$ cat config.mk
export PLATFORM = sky130hd
export DESIGN_NAME = pong_match_ctl
export DESIGN_NICKNAME = d
export VERILOG_FILES = /design/src/rtl/pong_match_ctl.sv
export SDC_FILE = /design/constraint.sdc
export NUM_CORES = 1
export LEC_CHECK = 0
export BUFFER_PORTS_ARGS = -buffer_cell sky130_fd_sc_hd__buf_2
export CAP_MARGIN = 20
export CORE_ASPECT_RATIO = 0.8
export CORE_MARGIN = 8
export CORE_UTILIZATION = 25
export DETAILED_ROUTE_END_ITERATION = 7
export HOLD_SLACK_MARGIN = 0.1
export PLACE_DENSITY = 0.47
export SLEW_MARGIN = 15
export SYNTH_ARGS = -nofsm -noshare
export SYNTH_HDL_FRONTEND = slang
export SYNTH_SLANG_ARGS = --single-unit
$ cat constraint.sdc
create_clock -name clk_i -period 1.9 [get_ports clk_i]
set_input_delay 0.095 -clock clk_i [delete_from_list [all_inputs] [get_ports clk_i]]
set_output_delay 0.095 -clock clk_i [all_outputs]
set_load 0.05 [all_outputs]
$ cat src/rtl/pong_match_ctl.sv
// Pong match sequencer: game-state FSM, score counters and serve countdown.
// Every output comes straight from a flop; start_i wins over a same-cycle frame tick.
module pong_match_ctl #(
    parameter int SCORE_LIMIT        = 9,
    parameter int SERVE_DELAY_FRAMES = 60,
    parameter int SCORE_W            = 4,
    parameter int DLY_W              = 7
) (
    input  logic               clk_i,
    input  logic               rst_n_i,
    input  logic               start_i,
    input  logic               frame_tick_i,
    input  logic               miss_p1_i,
    input  logic               miss_p2_i,
    output logic               game_active_o,
    output logic               ball_reset_o,
    output logic               serve_dir_o,
    output logic [SCORE_W-1:0] p1_score_o,
    output logic [SCORE_W-1:0] p2_score_o,
    output logic [1:0]         winner_o,
    output logic [1:0]         state_o
);

    typedef enum logic [1:0] {
        S_IDLE  = 2'd0,
        S_SERVE = 2'd1,
        S_PLAY  = 2'd2,
        S_OVER  = 2'd3
    } state_e;

    localparam logic [DLY_W-1:0]   DLY_LAST = DLY_W'(SERVE_DELAY_FRAMES - 1);
    localparam logic [SCORE_W-1:0] LIMIT    = SCORE_W'(SCORE_LIMIT);

    state_e             state_q, state_d;
    logic [SCORE_W-1:0] p1_q, p1_d;
    logic [SCORE_W-1:0] p2_q, p2_d;
    logic [SCORE_W-1:0] p1_inc, p2_inc;
    logic [1:0]         win_q, win_d;
    logic [DLY_W-1:0]   cnt_q, cnt_d;
    logic               dir_q, dir_d;
    logic               br_q, br_d;
    logic               ga_q, ga_d;

    assign p1_inc = p1_q + SCORE_W'(1);
    assign p2_inc = p2_q + SCORE_W'(1);

    always_comb begin
        state_d = state_q;
        p1_d    = p1_q;
        p2_d    = p2_q;
        win_d   = win_q;
        cnt_d   = cnt_q;
        dir_d   = dir_q;
        case (state_q)
            S_IDLE, S_OVER: begin
                if (start_i) begin
                    state_d = S_SERVE;
                    p1_d    = '0;
                    p2_d    = '0;
                    win_d   = 2'd0;
                    dir_d   = 1'b0;
                    cnt_d   = '0;
                end
            end
            S_SERVE: begin
                if (frame_tick_i) begin
                    if (cnt_q == DLY_LAST) begin
                        state_d = S_PLAY;
                        cnt_d   = '0;
                    end else begin
                        cnt_d = cnt_q + DLY_W'(1);
                    end
                end
            end
            S_PLAY: begin
                unique case (1'b1)
                    (miss_p1_i && miss_p2_i): begin
                        state_d = S_SERVE;
                    end
                    (miss_p1_i && !miss_p2_i): begin
                        p2_d    = p2_inc;
                        dir_d   = 1'b0;
                        state_d = (p2_inc == LIMIT) ? S_OVER : S_SERVE;
                        if (p2_inc == LIMIT) win_d = 2'd2;
                    end
                    (miss_p2_i && !miss_p1_i): begin
                        p1_d    = p1_inc;
                        dir_d   = 1'b1;
                        state_d = (p1_inc == LIMIT) ? S_OVER : S_SERVE;
                        if (p1_inc == LIMIT) win_d = 2'd1;
                    end
                    default: ;
                endcase
            end
            default: state_d = S_IDLE;
        endcase
        br_d = (state_d != S_PLAY);
        ga_d = (state_d == S_SERVE) || (state_d == S_PLAY);
    end

    always_ff @(posedge clk_i or negedge rst_n_i) begin
        if (!rst_n_i) begin
            state_q <= S_IDLE;
            p1_q    <= '0;
            p2_q    <= '0;
            win_q   <= 2'd0;
            cnt_q   <= '0;
            dir_q   <= 1'b0;
            br_q    <= 1'b1;
            ga_q    <= 1'b0;
        end else begin
            state_q <= state_d;
            p1_q    <= p1_d;
            p2_q    <= p2_d;
            win_q   <= win_d;
            cnt_q   <= cnt_d;
            dir_q   <= dir_d;
            br_q    <= br_d;
            ga_q    <= ga_d;
        end
    end

    assign state_o       = state_q;
    assign p1_score_o    = p1_q;
    assign p2_score_o    = p2_q;
    assign winner_o      = win_q;
    assign serve_dir_o   = dir_q;
    assign ball_reset_o  = br_q;
    assign game_active_o = ga_q;

endmodule

## Word-level counts from Yosys, hierarchy flattened

Cells that the tools add are included.

- Add/subtract/negate cells: 3
- Multiply operators: 0
- Div/mod/pow operators: 0
- Magnitude comparators: 0
- Equality and inequality tests: 16
- Shift-type cells: 0
- Mux-type cells: 24
- Bitwise gates (word level): 0
- Reductions and logical operators: 15

Operators by type and width:

| kind | count |
|---|---|
| $mux 7 | 3 |
| $mux 2 | 8 |
| $pmux 4 s2 | 2 |
| $pmux 7 s2 | 1 |
| $mux 4 | 3 |
| $pmux 2 s3 | 2 |
| $reduce_and 3->1 | 4 |
| $ne 2x2->1 const B | 5 |
| $ne 3x3->1 const B | 3 |
| $add 4x1->4 const B | 2 |
| $eq 4x4->1 const B | 2 |
| $pmux 2 s2 | 2 |
| $add 7x1->7 const B | 1 |
| $eq 7x6->1 const B | 1 |
| $eq 2x2->1 const B | 3 |
| $reduce_and 5->1 | 1 |
| $eq 2x1->1 const B | 2 |
| $pmux 1 s2 | 2 |
| $reduce_bool 2->1 | 2 |
| $logic_and 1x1->1 | 3 |
| $logic_not 1->1 | 2 |
| $logic_not 2->1 | 1 |
| $reduce_or 2->1 | 1 |
| $logic_or 1x1->1 | 1 |
| $mux 1 | 1 |

- Bits in registers: 22
- Bits in latches: 0
- Bits in writable memories: 0
- Bits in read-only memories: 0
- Input port bits: 6
- Output and inout port bits: 15
- Memories: 0

## Depth between registers and ports, before layout

- Word-level depth: 7
- Mapped depth: 10

## Worst setup path before layout

OpenSTA, ideal clock, no wires.

- Kind: reg-to-reg
- Start point: reg state_q[0], in the netlist state_o[0]
- End point: reg win_q[1], in the netlist winner_o[1]
- Setup time: 0.124 ns
- Data arrival time: 2.048 ns
- Path slack: -0.272 ns
- Cell stages (with the launch flop): 9
- Path buffers: 2
- Cell sequence: dfrtp_1 > inv_1 > ha_1 > buf_6 > nand2b_1 > buf_4 > o21ai_4 > o31a_1 > a211o_1

- Word-level cells in the longest chain between the ends: 4
- Elaborated cells between the ends (all ways): 11
- Those cells by class: 6 x eq/ne; 1 x mux; 4 x reduce/logical

RTL lines:

| element | line | text |
|---|---|---|
| from (decl) | 34 | `state_e state_q, state_d;` |
| from (signal assigned) | 112 | `state_q <= state_d;` |
| $eq 2x2->1 / $logic_not 2->1 (equally long branches) | 54 | `case (state_q)` |
| $reduce_or 2->1 | 54 |  |
| $ne 2x2->1 (no line) / $reduce_bool 2->1 (equally long branches) | n/a |  |
| $reduce_and 5->1 (no line) | n/a |  |
| to (signal assigned) | 115 | `win_q <= win_d;` |
| to (decl) | 38 | `logic [1:0] win_q, win_d;` |

Parallel ways exist; a longest one is shown, timed or not.
A chain may end at the register's enable or synchronous reset.

## Final worst setup path

- Start point: reg p2_q[0], in the netlist p2_score_o[0]
- End point: reg ga_q, in the netlist game_active_o

- Word-level cells in the longest chain between the ends: 7
- Elaborated cells between the ends (all ways): 8
- Those cells by class: 1 x add/sub; 3 x eq/ne; 3 x mux; 1 x reduce/logical

RTL lines:

| element | line | text |
|---|---|---|
| from (decl) | 36 | `logic [SCORE_W-1:0] p2_q, p2_d;` |
| from (signal assigned) | 114 | `p2_q <= p2_d;` |
| $add 4x1->4 (*) | 45 | `assign p2_inc = p2_q + SCORE_W'(1);` |
| $eq 4x4->1 (*) | 83 | `state_d = (p2_inc == LIMIT) ? S_OVER : S_SERVE;` |
| $mux 2 (*) | 83 |  |
| $pmux 2 s3 (*) | 76 | `unique case (1'b1)` |
| $pmux 2 s3 (*) | 54 |  |
| $eq 2x1->1 / $eq 2x2->1 (equally long branches) | 98 | `ga_d = (state_d == S_SERVE) \|\| (state_d == S_PLAY);` |
| $logic_or 1x1->1 (*) | 98 |  |
| named net ga_d | 42 | `logic ga_q, ga_d;` |
| to (signal assigned) | 119 | `ga_q <= ga_d;` |
| to (decl) | 42 |  |

Mark *: on every way through the listed nets, which the timed path passes. The rest lies on a longest branch.

==> impl_metrics.json <==
{
  "status": "completed",
  "nNetsFinal": 212,
  "hold_class": "in2reg",
  "grt_pass1_wl_um": 6400,
  "async_reset_ff_share_pct": 100,
  "ys_seq_area_share_pct": 36.2,
  "synth-simple-area-share_pct": 21.0,
  "worst_ep_arrival_time_ps": 2090,
  "synth_top_cell_area_share_pct": 34.5,
  "crit_path_cell_trace": "ha_4 -> or2_1 -> o21ai_1 -> and4_1 -> a211oi_1 -> o41ai_2 -> ha_1 -> inv_1",
  "ir_drop_uv": 275,
  "synth_fa_ha_area_share_pct": 9.03,
  "path_buf_inv": 1,
  "grt_use_total_pct": 9.09,
  "crit_path_max_fanout": 5,
  "cp_slowest_cell": "dfrtp_2",
  "clkTransAtPathRegs_ps": 80,
  "yosysWarnings": 0,
  "drive_gt1_share_pct": 32.5,
  "synth_cell_types": 50,
  "slew_violations": 0,
  "slew_headroom_pct": 65.9,
  "cp.required_ps": 2110,
  "synth_top_cell_by_area": "dfrtp_1",
  "dpl.hpwl_um": 2760,
  "rows": 25,
  "core_um2": 5910,
  "fin_tns_setup_ps": 0,
  "initial_core_util_pct": 25.8,
  "pwr_density_cell_nw_per_um2": 833,
  "vias": 1272,
  "die_height_um": 85.8,
  "ys_seq_elements": 22,
  "die_area_um2": 8870,
  "maxCapViolCount": 0,
  "synthFlopType": "dfrtp_1",
  "cts_tree": "yes",
  "io_buffers": 20,
  "antenna_found_initial": 0,
  "worst_pin_slew_ps": 511,
  "synth_top_family_by_area": "compound AO/OA/AOI/OAI gates",
  "viasPerCell": 4.63,
  "synthTopCellsByCount": "21 x dfrtp_1, 15 x nand2_1, 14 x inv_1, 11 x ha_1, 11 x o21ai_0",
  "drtAntennaViolNets": 0,
  "setup_violations": 0,
  "place.gp.congestion": 0.757,
  "cts_buffer_depth": 2,
  "finalHoldViolations": 0,
  "endpoint_kind": "register",
  "synth_nets": 184,
  "period_minus_slack_ps": 1880,
  "worst_slack_ps": 20.8,
  "synth_compound_area_share_pct": 22.8,
  "wl_per_cell_um": 13.4,
  "h-tree-depth": 1,
  "synth_xor_area_share_pct": 2.30,
  "post-place-ws_ps": 0.933,
  "cp_top_family": "adder cells",
  "grt_pass1_vias": 1318,
  "clock_sinks": 22,
  "grt_max_degree": 23,
  "synth_area_per_cell_um2": 9.13,
  "path_class": "reg2reg",
  "io_pins": 21,
  "hold_slack_ps": 258,
  "die_w_um": 103,
  "netlist_area_um2": 1520,
  "ys_top_cells_by_area": "dfrtp_1 34%, ha_1 9.0%, nand2_1 3.7%, o21ai_0 3.6%, inv_1 3.4%",
  "leakagePower_nw": 0.849,
  "cts_made_buffers": 3,
  "n_antenna_cell": 0,
  "cp_slowest_stage_delay_ps": 450,
  "fin_crit_sh_pct": 98.9,
  "drtPass1Iterations": 4,
  "synth_most_common_cell": "dfrtp_1",
  "route.detailed.drc": 0,
  "synth-edff-count": 0,
  "startpoint_type": "register",
  "drt_iter0_markers": 87,
  "syn_inst": 167,
  "rsz0062_at_grt": "true",
  "synthToLayoutAreaGrowth_pct": 23.6,
  "overflow": 0,
  "wl_um": 3680,
  "muxShareOfSynthArea_pct": 1.56,
  "root_buffer": "clkbuf_8",
  "clkLatencyLatePin_ps": 260,
  "skew_ps": 3.91,
  "clock.fmax_mhz": 532
}
==> per-stage QoR <==
stage               utilization, %  cells  power (mW)  cell area, um2
global route                  31.9    275        1.69            1880
global placement              30.0    267        1.21            1770
detailed placement            30.0    267        1.22            1770
floorplan                        -    167        1.07            1580
finish                        31.9    275        1.57            1880
CTS                           31.4    274        1.57            1860
==> per-layer routing <==
layer  part of all wire, %  GRT usage (%)  vias up  wire length, um
met3                   5.7           2.67        4              211
met1                    52           12.7      594             1900
met2                    41           12.8       27             1520
li1                      -              -      647                -
met5                     0              0        -                0
met4                   1.4           3.15        0               51
==> final timing paths <==
path                            cells after the start             to  slack [ps]           from
worst min-delay path                                3     state_o[0]         260        start_i
worst max-delay path                                8  game_active_o          20  p2_score_o[0]
worst min register to register                      2    serve_dir_o         510    serve_dir_o
worst max register to register                      8  game_active_o          20  p2_score_o[0]
min in group asynchronous                           2       cnt_q[5]         320        rst_n_i
max in group asynchronous                           2  p2_score_o[0]        1200        rst_n_i
==> registers in the layout, summed over array words and instances (netlist names) <==
signal / flops
p1_score_o: 4
cnt_q: 7
serve_dir_o: 1
state_o: 2
p2_score_o: 4
ball_reset_o: 1
winner_o: 2
game_active_o: 1
==> where the power goes <==
group          internal (mW)  total (mW)  switching (mW)
clock network          0.185       0.342           0.157
registers              0.516       0.552          0.0363
logic                  0.239       0.675           0.436
==> placed cells by master (no fill, tap or decap), types with 2 or more instances in the layout <==
master / n
a21o_1: 2
buf_2: 20
nor3_1: 6
o21ai_0: 11
or2_1: 2
a22o_1: 4
nand2_1: 15
ha_1: 8
xnor2_1: 3
a21oi_1: 8
buf_4: 10
clkbuf_8: 4
nand3_1: 6
o21ai_1: 2
inv_1: 13
dfrtp_1: 12
nor3_4: 2
a211oi_1: 3
dfrtp_2: 9
and2_1: 2
ha_4: 2
nand4_1: 4
nor2_1: 10
nand2b_1: 2
nor2b_1: 2
a21boi_2: 2
==> cell type report <==
type / instances / area (um2)
inverter: 14 / 52.6
clock buffer: 4 / 55.1
sequential: 22 / 563
fill: 614 / 4030
tap: 81 / 101
multi-input combinational: 123 / 927
timing repair buffer: 31 / 185
==> timing repair <==
item	CTS	global route
setup buffers	2	1
endpoints found under the hold margin	21	0
gates resized for setup	1	3
endpoints found under the setup margin	1	3
pin swaps	0	3
hold buffers	1	0
==> tightest hold or removal path, delay by kind of cell <==
family          cells  cell delay [ps]
buf+inv             1              150
compound gates      1              140
simple gates        1               90
==> kinds of logic (layout without fill, tap and decap cells) <==
kind of cell               Yosys count  in the layout
buffers and inverters               22             49
DFF                                 22             22
adders and majority gates           11             11
and+or+nand+nor                     59             59
AOI/OAI and AO/OA                   47             47
muxes                                2              2
xor gates and xnor gates             4              4
No activity file was read; power rests on OpenSTA's default activity.
